**src/rtl/seven_seg_reader_if.sv**
```systemverilog
// Output word channel of seven_seg_reader: 1-deep valid/ready handshake.
//   out_valid   : word available (producer -> consumer)
//   out_ready   : consumer accepts current word (consumer -> producer)
//   out_digit   : digit 0-9, 4'hF for blank/invalid
//   out_pattern : 0 = number/blank, 2 = b,c,d,e,f lit, 3 = g only
//   out_invalid : settled pattern matched no known code
interface seven_seg_reader_if;
  logic       out_valid;
  logic       out_ready;
  logic [3:0] out_digit;
  logic [1:0] out_pattern;
  logic       out_invalid;

  modport master (
    output out_valid,
    output out_digit,
    output out_pattern,
    output out_invalid,
    input  out_ready
  );

  modport slave (
    input  out_valid,
    input  out_digit,
    input  out_pattern,
    input  out_invalid,
    output out_ready
  );
endinterface

```
**src/rtl/seven_seg_reader.sv**
```systemverilog
// seven_seg_reader: reads a raw 7-segment drive bus back into digit/pattern codes.
// Pipeline: 2-flop synchroniser -> stability filter -> classifier -> 1-deep
// valid/ready output register. A settled pattern is emitted once; repeats of
// the last emitted pattern are suppressed.
//   clk, rst_n      : clock, asynchronous active-low reset
//   seg[6:0]        : raw segment lines, seg[6]=a .. seg[0]=g (asynchronous)
//   common_cathode  : 1 = lit when high, 0 = lit when low (quasi-static)
//   clr_overrun     : synchronous clear of overrun (and err_count)
//   overrun         : sticky, a settled pattern was dropped while holding
//   out_bus         : output word channel (seven_seg_reader_if.master)
// Optional: define SEG_READER_ERRCNT_EN to add err_count[7:0], a saturating
// count of emitted words flagged invalid.
module seven_seg_reader #(
  parameter int unsigned STABLE_CYCLES = 4
) (
  input  logic                      clk,
  input  logic                      rst_n,
  input  logic [6:0]                seg,
  input  logic                      common_cathode,
  input  logic                      clr_overrun,
  output logic                      overrun,
`ifdef SEG_READER_ERRCNT_EN
  output logic [7:0]                err_count,
`endif
  seven_seg_reader_if.master        out_bus
);

  localparam int unsigned SEG_W   = 7;
  localparam int unsigned CNT_W   = 8;
  localparam int unsigned DIGIT_W = 4;
  localparam int unsigned PAT_W   = 2;
  localparam logic [CNT_W-1:0] STABLE = CNT_W'(STABLE_CYCLES);

  typedef enum logic {IDLE = 1'b0, HOLD = 1'b1} state_t;

  state_t               state, state_next;
  logic [SEG_W-1:0]     s1, s2;
  logic [SEG_W-1:0]     candidate;
  logic [CNT_W-1:0]     counter;
  logic [SEG_W-1:0]     tag;
  logic                 tag_valid;
  logic [DIGIT_W-1:0]   digit_q;
  logic [PAT_W-1:0]     pattern_q;
  logic                 invalid_q;

  logic [SEG_W-1:0]     lit_c;
  logic                 same_c;
  logic [CNT_W-1:0]     cnt_next_c;
  logic                 settled_c;
  logic                 new_settle_c;
  logic                 fresh_c;
  logic [DIGIT_W-1:0]   cls_digit_c;
  logic [PAT_W-1:0]     cls_pattern_c;
  logic                 cls_invalid_c;
  logic                 load_c;
  logic                 ovr_set_c;

  // Two-flop synchroniser on the raw segment lines
  always_ff @(posedge clk or negedge rst_n) begin
    if (!rst_n) begin
      s1 <= '0;
      s2 <= '0;
    end else begin
      s1 <= seg;
      s2 <= s1;
    end
  end

  // Stability filter: settled means the candidate will have been seen
  // STABLE_CYCLES times in a row after this edge; "new" is the first such edge.
  always_comb begin
    lit_c  = common_cathode ? s2 : ~s2;
    same_c = (lit_c == candidate);
    if (!same_c)
      cnt_next_c = CNT_W'(1);
    else if (counter == STABLE)
      cnt_next_c = counter;
    else
      cnt_next_c = counter + CNT_W'(1);
    settled_c    = (cnt_next_c == STABLE);
    new_settle_c = settled_c && !(same_c && (counter == STABLE));
    fresh_c      = settled_c && (!tag_valid || (lit_c != tag));
  end

  always_ff @(posedge clk or negedge rst_n) begin
    if (!rst_n) begin
      candidate <= '0;
      counter   <= '0;
    end else begin
      candidate <= lit_c;
      counter   <= cnt_next_c;
    end
  end

  // Classifier on the normalised lit pattern (a..g)
  always_comb begin
    cls_digit_c   = DIGIT_W'(4'hF);
    cls_pattern_c = PAT_W'(0);
    cls_invalid_c = 1'b0;
    case (lit_c)
      7'b1111110: cls_digit_c = DIGIT_W'(0);
      7'b0110000: cls_digit_c = DIGIT_W'(1);
      7'b1101101: cls_digit_c = DIGIT_W'(2);
      7'b1111001: cls_digit_c = DIGIT_W'(3);
      7'b0110011: cls_digit_c = DIGIT_W'(4);
      7'b1011011: cls_digit_c = DIGIT_W'(5);
      7'b1011111: cls_digit_c = DIGIT_W'(6);
      7'b1110000: cls_digit_c = DIGIT_W'(7);
      7'b1111111: cls_digit_c = DIGIT_W'(8);
      7'b1111011: cls_digit_c = DIGIT_W'(9);
      7'b0111110: begin
        cls_digit_c   = DIGIT_W'(0);
        cls_pattern_c = PAT_W'(2);
      end
      7'b0000001: begin
        cls_digit_c   = DIGIT_W'(0);
        cls_pattern_c = PAT_W'(3);
      end
      7'b0000000: cls_digit_c = DIGIT_W'(4'hF);
      default:    cls_invalid_c = 1'b1;
    endcase
  end

  // Output FSM: acceptance and reload may share an edge (no bubble)
  always_comb begin
    state_next = state;
    load_c     = 1'b0;
    ovr_set_c  = 1'b0;
    case (state)
      IDLE: begin
        if (fresh_c) begin
          load_c     = 1'b1;
          state_next = HOLD;
        end
      end
      HOLD: begin
        if (out_bus.out_ready) begin
          if (fresh_c)
            load_c = 1'b1;
          else
            state_next = IDLE;
        end else if (new_settle_c && fresh_c) begin
          ovr_set_c = 1'b1;
        end
      end
      default: state_next = IDLE;
    endcase
  end

  always_ff @(posedge clk or negedge rst_n) begin
    if (!rst_n)
      state <= IDLE;
    else
      state <= state_next;
  end

  // Output word register and last-emitted tag
  always_ff @(posedge clk or negedge rst_n) begin
    if (!rst_n) begin
      digit_q   <= '0;
      pattern_q <= '0;
      invalid_q <= 1'b0;
      tag       <= '0;
      tag_valid <= 1'b0;
    end else if (load_c) begin
      digit_q   <= cls_digit_c;
      pattern_q <= cls_pattern_c;
      invalid_q <= cls_invalid_c;
      tag       <= lit_c;
      tag_valid <= 1'b1;
    end
  end

  // Sticky overrun; a set on the same edge as a clear wins
  always_ff @(posedge clk or negedge rst_n) begin
    if (!rst_n)
      overrun <= 1'b0;
    else if (ovr_set_c)
      overrun <= 1'b1;
    else if (clr_overrun)
      overrun <= 1'b0;
  end

`ifdef SEG_READER_ERRCNT_EN
  // Saturating count of invalid words, counted when loaded
  always_ff @(posedge clk or negedge rst_n) begin
    if (!rst_n)
      err_count <= '0;
    else if (clr_overrun)
      err_count <= (load_c && cls_invalid_c) ? 8'd1 : 8'd0;
    else if (load_c && cls_invalid_c && (err_count != 8'hFF))
      err_count <= err_count + 8'd1;
  end
`endif

  assign out_bus.out_valid   = (state == HOLD);
  assign out_bus.out_digit   = digit_q;
  assign out_bus.out_pattern = pattern_q;
  assign out_bus.out_invalid = invalid_q;

endmodule

```
**src/flat_wrapper.sv**
```systemverilog
// flat-port wrapper written by rule: the top's interface ports become plain ports
module seven_seg_reader_flat 
#(
  parameter int unsigned STABLE_CYCLES = 4
)
  (clk, rst_n, seg, common_cathode, clr_overrun, overrun, out_bus_out_valid, out_bus_out_digit, out_bus_out_pattern, out_bus_out_invalid, out_bus_out_ready);
  seven_seg_reader_if out_bus_i ();
  input  logic clk;
  input  logic rst_n;
  input  logic [6:0] seg;
  input  logic common_cathode;
  input  logic clr_overrun;
  output logic overrun;
  output wire logic [$bits(out_bus_i.out_valid)-1:0] out_bus_out_valid;
  output wire logic [$bits(out_bus_i.out_digit)-1:0] out_bus_out_digit;
  output wire logic [$bits(out_bus_i.out_pattern)-1:0] out_bus_out_pattern;
  output wire logic [$bits(out_bus_i.out_invalid)-1:0] out_bus_out_invalid;
  input wire logic [$bits(out_bus_i.out_ready)-1:0] out_bus_out_ready;
  assign out_bus_out_valid = out_bus_i.out_valid;
  assign out_bus_out_digit = out_bus_i.out_digit;
  assign out_bus_out_pattern = out_bus_i.out_pattern;
  assign out_bus_out_invalid = out_bus_i.out_invalid;
  assign out_bus_i.out_ready = out_bus_out_ready;
  seven_seg_reader #(.STABLE_CYCLES(STABLE_CYCLES)) u_core (.clk(clk), .rst_n(rst_n), .seg(seg), .common_cathode(common_cathode), .clr_overrun(clr_overrun), .overrun(overrun), .out_bus(out_bus_i));
endmodule
```
**config.mk**
```make
export PLATFORM = sky130hd
export DESIGN_NAME = seven_seg_reader_flat
export DESIGN_NICKNAME = d
export VERILOG_FILES = /design/src/rtl/seven_seg_reader_if.sv /design/src/rtl/seven_seg_reader.sv /design/src/flat_wrapper.sv
export SDC_FILE = /design/constraint.sdc
export NUM_CORES = 1
export LEC_CHECK = 0
export CAP_MARGIN = 20
export CELL_PAD_IN_SITES_DETAIL_PLACEMENT = 1
export CELL_PAD_IN_SITES_GLOBAL_PLACEMENT = 1
export CORE_AREA = 5 5 86 88
export DETAILED_ROUTE_END_ITERATION = 16
export DIE_AREA = 0 0 91 93
export GPL_ROUTABILITY_DRIVEN = 1
export GPL_TIMING_DRIVEN = 0
export PLACE_DENSITY = 0.78
export SLEW_MARGIN = 10
export SYNTH_ARGS = -nofsm -noshare
export SYNTH_HDL_FRONTEND = slang
export SYNTH_SLANG_ARGS = --single-unit
```
**constraint.sdc**
```tcl
create_clock -name clk -period 2.5 [get_ports clk]
set_input_delay 0.75 -clock clk [delete_from_list [all_inputs] [get_ports clk]]
set_output_delay 0.75 -clock clk [all_outputs]
set_load 0.005 [all_outputs]
```
==> results.yml <==
global_routing:
  grt_pass1_vias: 2099
  grt_max_degree: 28
  grt_use_total: 0.158
  overflow: 0
  grt_pass1_wl_mm: 10.7
  grt_antenna_before_repair: 0
placement:
  place.gp.congestion: 0.841
  placed_cells: 350
  portBuffers: 20
  dpl-instance-area_um2: 2890
  dp_hpwl_mm: 4.56
synth:
  synthDistinctLibCells: 52
  ys_ff_latch: 46
  netlist_instances: 249
  synth_ff_type: "dfrtp_1"
  ys_async_sr_fraction: 1.00
  avgSynthCellArea_um2: 10.3
  yosysTopAreaCellShare: 0.448
  yosys_warnings: 0
  yosys.area.top_type: "dfrtp_1"
  synth_edf_count: 0
  syn_area_um2: 2570
  ys_seq_area_frac: 0.448
  yosysMostFrequentCell: "dfrtp_1"
  synth_fp_nets: 263
  ys_top_cells_by_count: "46 x dfrtp_1, 23 x xnor2_1, 16 x nand2_1"
  synth_area_leaders: "dfrtp_1 45%, xnor2_1 7.8%, mux2_4 6.4%"
power_and_ir_drop:
  p_total_mw: 1.46
  leakagePower_nw: 1.27
  ir_worst_vdd_mv: 0.268
  power_density_nw_per_um2: 472
sta:
  finalHoldViolations: 0
  period_minus_slack_ps: 2440
  max_slew.worst_pin.slew_ps: 786
  slew_viol_final: 0
  finClkSkew_ps: 13.7
  setup_viol: 0
  fmax_mhz: 409
  maxSlewHeadroom: 0.472
  period_share: 0.978
  rsz0062_at_grt: "true"
  finalSetupTns_ps: 0
cells_and_area:
  layoutNonFillerInstCount: 362
  stdcell_area_um2: 3110
  layout-drive-gt1-share: 0.202
  n_fill_cell: 736
  final_net_count: 295
  finish.utilization: 0.473
  area_growth_pct: 20.8
  antenna_cells: 0
route:
  wl_met1_mm: 2.80
  drtIter0Drc: 109
  met2_length_mm: 3.34
  wl_per_cell_um: 17.7
  via_count: 2068
  dr_wl_met3_um: 197
  via_per_inst: 5.71
  antenna_left: 0
  dr.max_layer_used: "met4"
  drc: 0
  dr.pass1.iters: 4
  routed_wl_mm: 6.42
clock_network:
  cts_buffer_depth: 2
  root_buffer: "clkbuf_8"
  htreeDepth: 2
  numCtsBuffers: 5
  clk_pin_slew_ps: 90
  cts_tree: "done"
  cts.sink_count: 46
  clock_latency_ps: 310
worst_setup_path:
  reg2reg_setup_slack_ps: 60
  timing.rr.start: "u_core.counter[5]"
  reg2reg_to: "u_core.out_bus.out_invalid"
  crit_arrival_ps: 2640
  worstPathRequired_ps: 2700
  reg2reg_depth: 7
  crit_fanout: 5
  worst_setup_path_start_kind: "flop"
  path_class: "reg2reg"
  end_kind: "flop"
die:
  start_util: 0.391
  num_rows: 30
  coreArea_um2: 6570
  num_io_pins: 21
  die_w_um: 91
  die_h_um: 93
  die_area_um2: 8460
hold_path:
  min_from: "u_core.s1[3]"
  min_to: "u_core.s2[3]"
  hold_path_class: "reg2reg"
  min_delay_path_depth: 0
flow_run:
  cap_viol_max_count: 0
status:
  status: "completed"
layout make-up:
class                           instances  area [um2]  area share
Multi-Input combinational cell        175        1370       0.440
Sequential cell                        46        1150       0.371
Timing Repair Buffer                   29         284      0.0915
Tap cell                               80         100      0.0322
Clock buffer                            7        86.3      0.0278
Buffer                                 14        67.6      0.0218
Inverter                               10        37.5      0.0121
Clock inverter                          1        8.76     0.00282
sequential cells by signal, indices dropped and copies added, names as in the netlist:
name and flops:
u_core.overrun 1, u_core.out_bus.out_invalid 1, u_core.tag 7, u_core.s1 7, u_core.out_bus.out_valid 1, u_core.candidate 7
u_core.s2 7, u_core.out_bus.out_pattern 2, u_core.tag_valid 1, u_core.counter 8, u_core.out_bus.out_digit 4
per-stage QoR:
stage | hold slack (ps) | worst slack (ps)
after global placement | 333 | -1140
final | 348 | 55.8
after global routing | 360 | -21.4
after floorplan | 331 | 3.42
after detailed placement | 337 | -1190
after CTS | 357 | -45.7
cells by family (layout without fill, tap and decap cells):
logic type | Yosys count | after routing | share of synthesized area
adders and majority gates | 2 | 2 | 0.00974
and+or+nand+nor | 84 | 84 | 0.180
xor gates and xnor gates | 27 | 27 | 0.0920
buffers and inverters | 28 | 61 | 0.0448
muxes | 19 | 19 | 0.0974
AOI/OAI and AO/OA | 43 | 43 | 0.128
DFF | 46 | 46 | 0.448
metal layers:
metal	GRT usage	vias to the layer above
met4	0.0477	0
met1	0.198	1068
li1	-	954
met2	0.277	38
met3	0.0282	8
met5	0	-
cell usage in the layout (no fill, tap or decap), types with 3 or more instances in the layout:
cell type         n
clkbuf_1          8
mux2_1            3
xor2_1            4
dfrtp_1          44
o31ai_1           3
inv_1            10
o22ai_2           3
nand4_1           7
clkbuf_4          3
or2_2             3
nand3_1           7
o21ai_0           6
and2_1            4
mux2_4           11
nor3_1            8
nand2_1          16
buf_4             6
a21oi_1           4
clkbuf_8          6
nor2_1           10
clkdlybuf4s50_1  18
nor4_1            4
or4_1             3
o22ai_1           5
xnor2_1          23
and3_1            3
nand2b_1          6
what timing repair did:
action | 4_1_cts | 5_1_grt
hold buffers | 0 | 0
buffers inserted | 8 | 0
cloned | 1 | 0
pin swaps | 5 | 4
setup endpoints to repair | 19 | 15
resized for setup | 22 | 12
power breakdown:
part           total [mW]  switching (mW)  internal (mW)
Combinational       0.180           0.106         0.0743
Sequential          0.782          0.0153          0.766
Clock               0.503           0.274          0.229
Total                1.46           0.395           1.07
worst max-delay path, stage by stage, from the launching register on:
cell and delay [ps]:
dfrtp_2 410, or4_4 530, or3_4 420, mux2_4 230, o221ai_4 100, nor2_4 150
buf_6 170, mux2_4 310
how the worst max path moves through the flow:
stage                                    end  slack (ps)         startpoint  depth (start not counted)
2_1_floorplan    u_core.out_bus.out_digit[0]           3     common_cathode                          9
3_3_place_gp     u_core.out_bus.out_digit[0]       -1140     common_cathode                         10
3_5_place_dp     u_core.out_bus.out_digit[0]       -1190     common_cathode                         10
4_1_cts          u_core.out_bus.out_digit[1]         -50  u_core.counter[4]                          9
5_1_grt        u_core.out_bus.out_pattern[1]         -20  u_core.counter[5]                          7
6_report          u_core.out_bus.out_invalid          60  u_core.counter[5]                          7
No activity file was read; power rests on OpenSTA's default activity.
